[config.mk]
export PLATFORM = sky130hd
export DESIGN_NAME = button_event_fsm
export DESIGN_NICKNAME = d
export VERILOG_FILES = /design/src/rtl/button_pkg.sv /design/src/rtl/ms_timer.sv /design/src/rtl/button_event_fsm.sv
export SDC_FILE = /design/constraint.sdc
export NUM_CORES = 1
export LEC_CHECK = 0
export ABC_AREA = 0
export CAP_MARGIN = 20
export CORE_UTILIZATION = 50
export CTS_CLUSTER_SIZE = 28
export DETAILED_ROUTE_END_ITERATION = 7
export GPL_TIMING_DRIVEN = 1
export PLACE_DENSITY = 0.65
export SETUP_SLACK_MARGIN = 0.2
export SYNTH_ARGS = -nofsm -noshare
export SYNTH_HDL_FRONTEND = slang
export SYNTH_SLANG_ARGS = --single-unit
export TNS_END_PERCENT = 5
[constraint.sdc]
create_clock -name clk -period 4.3 [get_ports clk]
set_clock_uncertainty 0.05 [all_clocks]
set_input_delay 0.645 -clock clk [delete_from_list [all_inputs] [get_ports clk]]
set_output_delay 0.645 -clock clk [all_outputs]
set_load 0.05 [all_outputs]
[src/rtl/button_pkg.sv]
// Shared definitions for the button front end: FSM state encoding and ms-to-cycle math.
package button_pkg;

  localparam logic [1:0] ST_IDLE    = 2'd0;
  localparam logic [1:0] ST_PRESSED = 2'd1;
  localparam logic [1:0] ST_LONG    = 2'd2;

  typedef enum logic [1:0] {
    S_IDLE    = ST_IDLE,
    S_PRESSED = ST_PRESSED,
    S_LONG    = ST_LONG
  } state_t;

  // Whole-ms cycle count; also used by the debouncer's divider.
  function automatic int unsigned ms_to_cycles(input int unsigned freq, input int unsigned ms);
    return (freq / 32'd1000) * ms;
  endfunction

endpackage

[src/rtl/ms_timer.sv]
// Free-running cycle timer: done pulses on the terminal count CYCLES-1, then the count wraps to 0.
module ms_timer #(
  parameter int unsigned CYCLES = 1
) (
  input  logic clk,
  input  logic rst_n,
  input  logic clear,
  input  logic enable,
  output logic done
);

  localparam int unsigned      CW   = (CYCLES > 1) ? $clog2(CYCLES + 1) : 1;
  localparam logic [CW-1:0]    LAST = CW'(CYCLES - 1);

  logic [CW-1:0] cnt;

  // Combinational so the owner can act on the terminal count in the same cycle.
  assign done = enable && (cnt == LAST);

  always_ff @(posedge clk or negedge rst_n) begin
    if (!rst_n) begin
      cnt <= '0;
    end else if (clear) begin
      cnt <= '0;
    end else if (enable) begin
      cnt <= done ? '0 : cnt + CW'(1);
    end
  end

endmodule

[src/rtl/button_event_fsm.sv]
// Converts the debounced button level into press / release / long-press strobes and a held level.
// Auto-repeat in LONG is built only with `BUTTON_AUTO_REPEAT_EN; release/repeat are reserved words,
// so those strobes are named release_pulse / repeat_pulse.
module button_event_fsm
  import button_pkg::*;
#(
  parameter int unsigned CLOCK_FREQ = 100_000_000,
  parameter int unsigned LONG_MS    = 500,
  parameter int unsigned REPEAT_MS  = 100
) (
  input  logic clk,
  input  logic rst_n,
  input  logic stable,
  output logic press,
  output logic release_pulse,
  output logic long_press,
  output logic held,
  output logic repeat_pulse
);

  localparam int unsigned LONG_CYC = ms_to_cycles(CLOCK_FREQ, LONG_MS);

  if (LONG_MS == 0 || REPEAT_MS == 0) begin : g_param_check
    $error("button_event_fsm: LONG_MS and REPEAT_MS must be >= 1");
  end

  state_t state_q, state_d;
  logic   stable_q;
  logic   rise, fall;
  logic   long_clear, long_en, long_done;
  logic   rep_done;
  logic   press_d, release_d, long_d, repeat_d, held_d;

  assign rise = stable & ~stable_q;
  assign fall = ~stable & stable_q;

  // Long-press timer only runs while PRESSED; it is held at 0 elsewhere, so it never wraps in use.
  assign long_clear = (state_q != S_PRESSED);
  assign long_en    = (state_q == S_PRESSED);

  ms_timer #(
    .CYCLES(LONG_CYC)
  ) u_long_timer (
    .clk    (clk),
    .rst_n  (rst_n),
    .clear  (long_clear),
    .enable (long_en),
    .done   (long_done)
  );

`ifdef BUTTON_AUTO_REPEAT_EN
  localparam int unsigned REP_CYC = ms_to_cycles(CLOCK_FREQ, REPEAT_MS);

  logic rep_clear, rep_en;

  assign rep_clear = (state_q != S_LONG);
  assign rep_en    = (state_q == S_LONG);

  ms_timer #(
    .CYCLES(REP_CYC)
  ) u_repeat_timer (
    .clk    (clk),
    .rst_n  (rst_n),
    .clear  (rep_clear),
    .enable (rep_en),
    .done   (rep_done)
  );
`else
  assign rep_done = 1'b0;
`endif

  // Next state and strobe decode; a fall always takes priority over a timer terminal count.
  always_comb begin
    state_d   = state_q;
    press_d   = 1'b0;
    release_d = 1'b0;
    long_d    = 1'b0;
    repeat_d  = 1'b0;
    case (state_q)
      S_IDLE: begin
        if (rise) begin
          state_d = S_PRESSED;
          press_d = 1'b1;
        end
      end
      S_PRESSED: begin
        if (fall) begin
          state_d   = S_IDLE;
          release_d = 1'b1;
        end else if (long_done) begin
          state_d = S_LONG;
          long_d  = 1'b1;
        end
      end
      S_LONG: begin
        if (fall) begin
          state_d   = S_IDLE;
          release_d = 1'b1;
        end else if (rep_done) begin
          repeat_d = 1'b1;
        end
      end
      default: state_d = S_IDLE;
    endcase
    held_d = (state_d == S_PRESSED) || (state_d == S_LONG);
  end

  // stable_q resets high so a button held through reset release is not taken as a press.
  always_ff @(posedge clk or negedge rst_n) begin
    if (!rst_n) begin
      state_q       <= S_IDLE;
      stable_q      <= 1'b1;
      press         <= 1'b0;
      release_pulse <= 1'b0;
      long_press    <= 1'b0;
      held          <= 1'b0;
      repeat_pulse  <= 1'b0;
    end else begin
      state_q       <= state_d;
      stable_q      <= stable;
      press         <= press_d;
      release_pulse <= release_d;
      long_press    <= long_d;
      held          <= held_d;
      repeat_pulse  <= repeat_d;
    end
  end

endmodule
==> results of run 1 <==
[final cells by class]
type	instances	share of cell area
Tap cell	44	0.0302
Inverter	5	0.0103
Clock inverter	2	0.00549
Sequential cell	33	0.454
Clock buffer	6	0.0226
Timing Repair Buffer	8	0.0398
Multi-Input combinational cell	126	0.438
[worst max-delay path by stage]
stage	endpoint	slack, ns	start
4_1_cts	u_long_timer.cnt[19]$_DFF_PN0_	1.77	u_long_timer.cnt[0]$_DFF_PN0_
3_5_place_dp	u_long_timer.cnt[25]$_DFF_PN0_	1.80	u_long_timer.cnt[0]$_DFF_PN0_
6_report	u_long_timer.cnt[19]$_DFF_PN0_	1.76	u_long_timer.cnt[0]$_DFF_PN0_
5_1_grt	u_long_timer.cnt[21]$_DFF_PN0_	1.63	u_long_timer.cnt[0]$_DFF_PN0_
2_1_floorplan	u_long_timer.cnt[10]$_DFF_PN0_	2.31	u_long_timer.cnt[0]$_DFF_PN0_
3_3_place_gp	u_long_timer.cnt[24]$_DFF_PN0_	1.90	u_long_timer.cnt[0]$_DFF_PN0_
[flip-flops by register name (all words and copies together) (netlist names)]
signal and flops:
press 1, state_q 2, u_long_timer.cnt 26, long_press 1
stable_q 1, release_pulse 1, held 1
[critical path, stage by stage (launching register included)]
cell and delay (ns):
dfrtp_1 0.41, ha_1 0.25, and4_1 0.25, nand3_2 0.10
or4_4 0.58, nand2_1 0.60, nor2_1 0.14
[Yosys cell counts (2+ instances only)]
| library cell | n | area, um2 |
|---|---|---|
| and2_1 | 3 | 18.8 |
| and3_1 | 5 | 31.3 |
| and4_1 | 3 | 26.3 |
| buf_4 | 3 | 22.5 |
| dfrtp_1 | 32 | 801 |
| ha_1 | 5 | 62.6 |
| inv_1 | 5 | 18.8 |
| nand2_1 | 12 | 45.0 |
| nand3_1 | 9 | 45.0 |
| nand4_1 | 10 | 62.6 |
| nor2_1 | 33 | 124 |
| nor2b_1 | 2 | 12.5 |
| o21ai_0 | 2 | 10.0 |
| xnor2_1 | 5 | 43.8 |
| xor2_1 | 19 | 166 |
[cells by family (layout without fill, tap and decap cells)]
kind of cell	Yosys count	count (layout)
and+or+nand+nor	86	86
other	1	1
xor gates and xnor gates	24	24
adders and majority gates	5	5
AOI/OAI and AO/OA	10	10
buffers and inverters	9	21
DFF	33	33
[metal layers]
layer,wire [um],GRT usage,share of wire,up-vias
met5,0,0,0,-
met4,59,0.103,0.019,0
met3,85,0.0606,0.028,7
met2,1350,0.310,0.45,9
met1,1530,0.266,0.51,576
li1,-,-,-,596
[power breakdown]
| group | switching (mW) | internal [mW] |
|---|---|---|
| Combinational | 0.124 | 0.0592 |
| Clock | 0.104 | 0.0622 |
| Sequential | 0.0202 | 0.333 |
==> flow_summary.json, run 1 <==
{
  "cts_sinks": 33,
  "grt_max_degree": 34,
  "p_leak_nw": 0.791,
  "synth-xor-area-share": 0.126,
  "grt_pass1_wl_um": 5260,
  "ys_seq_area_frac": 0.495,
  "synth_cells": 168,
  "die_w_um": 59.8,
  "multiInputGateArea_um2": 798,
  "clk_pin_slew_ns": 0.10,
  "drt_iter0_markers": 57,
  "drc": 0,
  "fin_util": 0.588,
  "reg2reg_slack_ns": 1.76,
  "rsz0062_at_grt": "false",
  "grt_overflow": 0,
  "gp_routability_congestion": 0.848,
  "yosys.area_share.adder": 0.0375,
  "netlist_area_um2": 1670,
  "fin_nets": 187,
  "setup_viol": 0,
  "fmaxAchievable_mhz": 394,
  "post-route-period-util": 0.590,
  "start_kind": "flop",
  "synth_cell_types": 35,
  "cap_violations": 0,
  "cts_setup_buffers": 0,
  "io_pins": 8,
  "wl_per_cell_um": 13.5,
  "worstSetupEndpointType": "flop",
  "required_ns": 4.44,
  "initial_utilization": 0.538,
  "wl_um": 3030,
  "cts_resized": 0,
  "vias": 1188,
  "syn_to_final_growth_pct": 9.14,
  "r2r-end": "u_long_timer.cnt[19]$_DFF_PN0_",
  "insertion_delay_ns": 0.34,
  "synth_top_family_by_area": "simple AND/OR/NAND/NOR gates",
  "hold_viol": 0,
  "grt_pass1_vias": 1164,
  "ant_nets": 0,
  "drive_gt1_frac": 0.0833,
  "die_y_um": 59.8,
  "htreeDepth": 2,
  "whs_path_depth": 1,
  "place_inst": 215,
  "synth_flop_cell": "dfrtp_1",
  "core_area_um2": 3100,
  "slew_headroom": 0.485,
  "ctsHoldBuffers": 0,
  "rows": 20,
  "synthSimpleGateAreaFrac": 0.264,
  "tns_ns": 0,
  "hpwl_um": 2120,
  "avgSynthCellArea_um2": 9.94,
  "layout_setup_ws_ns": 1.76,
  "synth_nets": 176,
  "critPathArrivalTime_ns": 2.67,
  "cts_root_buffer": "clkbuf_4",
  "antenna_cells": 0,
  "regArea_um2": 827,
  "synthMuxAreaShare": 0,
  "p_total_mw": 0.703,
  "layout_common_cells": "nor2_1, dfrtp_1, xor2_1, nand2_1, nand4_1",
  "dp_slack_ns": 1.80,
  "die-area_um2": 3580,
  "crit_type": "flop to flop",
  "min_from": "u_long_timer.cnt[0]$_DFF_PN0_",
  "antenna_found_initial": 0,
  "synth_seq_cells": 33,
  "mostFrequentLayoutCell": "nor2_1",
  "fillers": 272,
  "routed_via_density": 5.30,
  "dr.pass1.iters": 4,
  "run_status": "completed",
  "async_flop_share": 1.00,
  "cts_made_buffers": 5,
  "worstPathMaxFanout": 24,
  "grt_use_total": 0.205,
  "fin_cells": 224,
  "ctsLongestPathBuffers": 2,
  "port-buffer-count": 6,
  "synth_edf_count": 0,
  "slew_viol_final": 0,
  "holdCritPathClass": "flop to flop",
  "reg2reg_depth": 6,
  "reg2reg_from": "u_long_timer.cnt[0]$_DFF_PN0_",
  "cts_tree": "done",
  "worst_slew_pin_slew_ns": 0.771,
  "hold_slack_ns": 0.459,
  "min_period_ns": 2.54,
  "ys.warnings.count": 0,
  "final_cell_area_um2": 1820,
  "placed_cell_area_um2": 1770,
  "vdd_drop_max_mv": 0.240,
  "min_to": "u_long_timer.cnt[0]$_DFF_PN0_",
  "synth_compound_area_frac": 0.0479,
  "p_per_area_nw_per_um2": 386
}
(Power assumes the default switching activity.)
==> inputs of run 2 (changes only) <==
- PLACE_DENSITY: 0.65 -> 0.68
- clock period: 4.3 -> 2.3 ns (I/O delays scaled with it)
==> run 2 against run 1 <==
Compared with the run above:
- clock power up 120%
- routed wire length down 0.40%
- design area up 4.3%
- first-iteration DRC count down 30%
- via count up 3.4%
- register-to-register slack worse by 1.5 ns
- sequential share of layout area down 1.9 points
- die area unchanged
- critical path depth unchanged
- critical path type unchanged
- critical endpoint is now held$_DFF_PN0_
- largest cell class unchanged
==> flow_summary.json, run 2 (synthesized netlist as in run 1, its figures left out) <==
{
  "run_status": "completed",
  "die_w_um": 59.8,
  "grt_overflow": 0,
  "slew_viol_final": 0,
  "post-route-period-util": 0.894,
  "holdCritPathClass": "input pin to asynchronous set/reset pin",
  "routed_via_density": 5.36,
  "antenna_found_initial": 0,
  "initial_utilization": 0.538,
  "cts_tree": "done",
  "fin_cells": 229,
  "clk_pin_slew_ns": 0.10,
  "start_kind": "flop",
  "core_area_um2": 3100,
  "fin_nets": 192,
  "ctsLongestPathBuffers": 2,
  "dp_slack_ns": 0.169,
  "gp_routability_congestion": 0.782,
  "p_per_area_nw_per_um2": 762,
  "critPathArrivalTime_ns": 2.26,
  "tns_ns": 0,
  "place_inst": 218,
  "fmaxAchievable_mhz": 486,
  "insertion_delay_ns": 0.33,
  "rows": 20,
  "die_y_um": 59.8,
  "hpwl_um": 2140,
  "setup_viol": 0,
  "io_pins": 8,
  "crit_type": "flop to flop",
  "layout_setup_ws_ns": 0.243,
  "vdd_drop_max_mv": 0.465,
  "dr.pass1.iters": 4,
  "grt_pass1_vias": 1160,
  "drc": 0,
  "wl_per_cell_um": 13.2,
  "cts_root_buffer": "clkbuf_4",
  "worstPathCellList": "ha_2, and4_4, nand3_2, or4_4, a31o_1, a211oi_2",
  "p_leak_nw": 0.830,
  "largestRegisters": "u_long_timer.cnt (26), state_q (2)",
  "syn_to_final_growth_pct": 13.9,
  "grt_max_degree": 34,
  "cts_sinks": 33,
  "die-area_um2": 3580,
  "grt_use_total": 0.202,
  "slew_headroom": 0.544,
  "cts_made_buffers": 5,
  "grt_pass1_wl_um": 5240,
  "drt_iter0_markers": 40,
  "worstPathMaxFanout": 5,
  "htreeDepth": 2,
  "layout_common_cells": "nor2_1, dfrtp_1, xor2_1, nand2_1, nand4_1",
  "wl_um": 3010,
  "ant_nets": 0,
  "cap_violations": 0,
  "crit_slowest_cell": "or4_4",
  "mostFrequentLayoutCell": "nor2_1",
  "port-buffer-count": 6,
  "rsz0062_at_grt": "false",
  "min_period_ns": 2.06,
  "worst_slew_pin_slew_ns": 0.681,
  "slowest_delay_ns": 0.53,
  "fin_util": 0.613,
  "top_register": "u_long_timer.cnt",
  "worstSetupEndpointType": "flop",
  "reg2reg_slack_ns": 0.24,
  "hold_viol": 0,
  "vias": 1228,
  "drive_gt1_frac": 0.130,
  "antenna_cells": 0,
  "required_ns": 2.50,
  "largest_reg_flops": 26
}
==> run 2: report_power, final <==
part	switching [mW]	total (mW)	internal, mW
registers	0.0362	0.658	0.622
logic	0.254	0.425	0.171
clock network	0.188	0.365	0.177
total	0.479	1.45	0.970
==> run 2: what timing repair did <==
item                                    in CTS  in global routing
gates resized for setup                      1                  2
hold buffers                                 0                  0
endpoints found under the setup margin      26                 27
setup buffers                                1                  2
pin swaps                                    0                  2
==> run 2: per-layer routing <==
metal / vias to the layer above / track usage / part of all wire
met2: 10 / 0.314 / 0.47
li1: 606 / - / -
met1: 606 / 0.265 / 0.49
met4: 0 / 0.0797 / 0.017
met3: 6 / 0.0584 / 0.029
met5: - / 0 / 0
==> run 2: path summary, 6_finish.rpt <==
| path | start | to | cells after the start |
|---|---|---|---|
| worst max-delay path | u_long_timer.cnt[0]$_DFF_PN0_ | held$_DFF_PN0_ | 6 |
| worst min-delay path | rst_n | u_long_timer.cnt[3]$_DFF_PN0_ | 2 |
| worst max register to register | u_long_timer.cnt[0]$_DFF_PN0_ | held$_DFF_PN0_ | 6 |
| worst min register to register | u_long_timer.cnt[15]$_DFF_PN0_ | u_long_timer.cnt[15]$_DFF_PN0_ | 2 |
| max in group asynchronous | rst_n | stable_q$_DFF_PN1_ | 2 |
| min in group clk | stable | stable_q$_DFF_PN1_ | 1 |
==> run 2: stage by stage <==
step / instance area, um2 / hold slack, ns / total power [mW]
after floorplan: 1670 / -0.000591 / 0.932
after global placement: 1800 / 0.416 / 1.04
after detailed placement: 1800 / 0.457 / 1.06
after CTS: 1880 / 0.359 / 1.45
after global routing: 1900 / 0.365 / 1.54
final: 1900 / 0.349 / 1.45
==> run 2: worst max-delay path: cells and delay by family (launching register included) <==
| family | cells | cell delay [ns] |
|---|---|---|
| AO/OA/AOI/OAI | 2 | 0.45 |
| flip-flops | 1 | 0.38 |
| AND/OR/NAND/NOR | 3 | 0.87 |
| adder cells (fa/ha/maj) | 1 | 0.23 |
==> run 2: area by class of cell <==
cell class	count	area (um2)
Fill cell	282	1200
Sequential cell	33	827
Multi-Input combinational cell	126	806
Timing Repair Buffer	13	125
Clock buffer	7	65.1
Tap cell	44	55.1
Inverter	5	18.8
Clock inverter	1	5.00
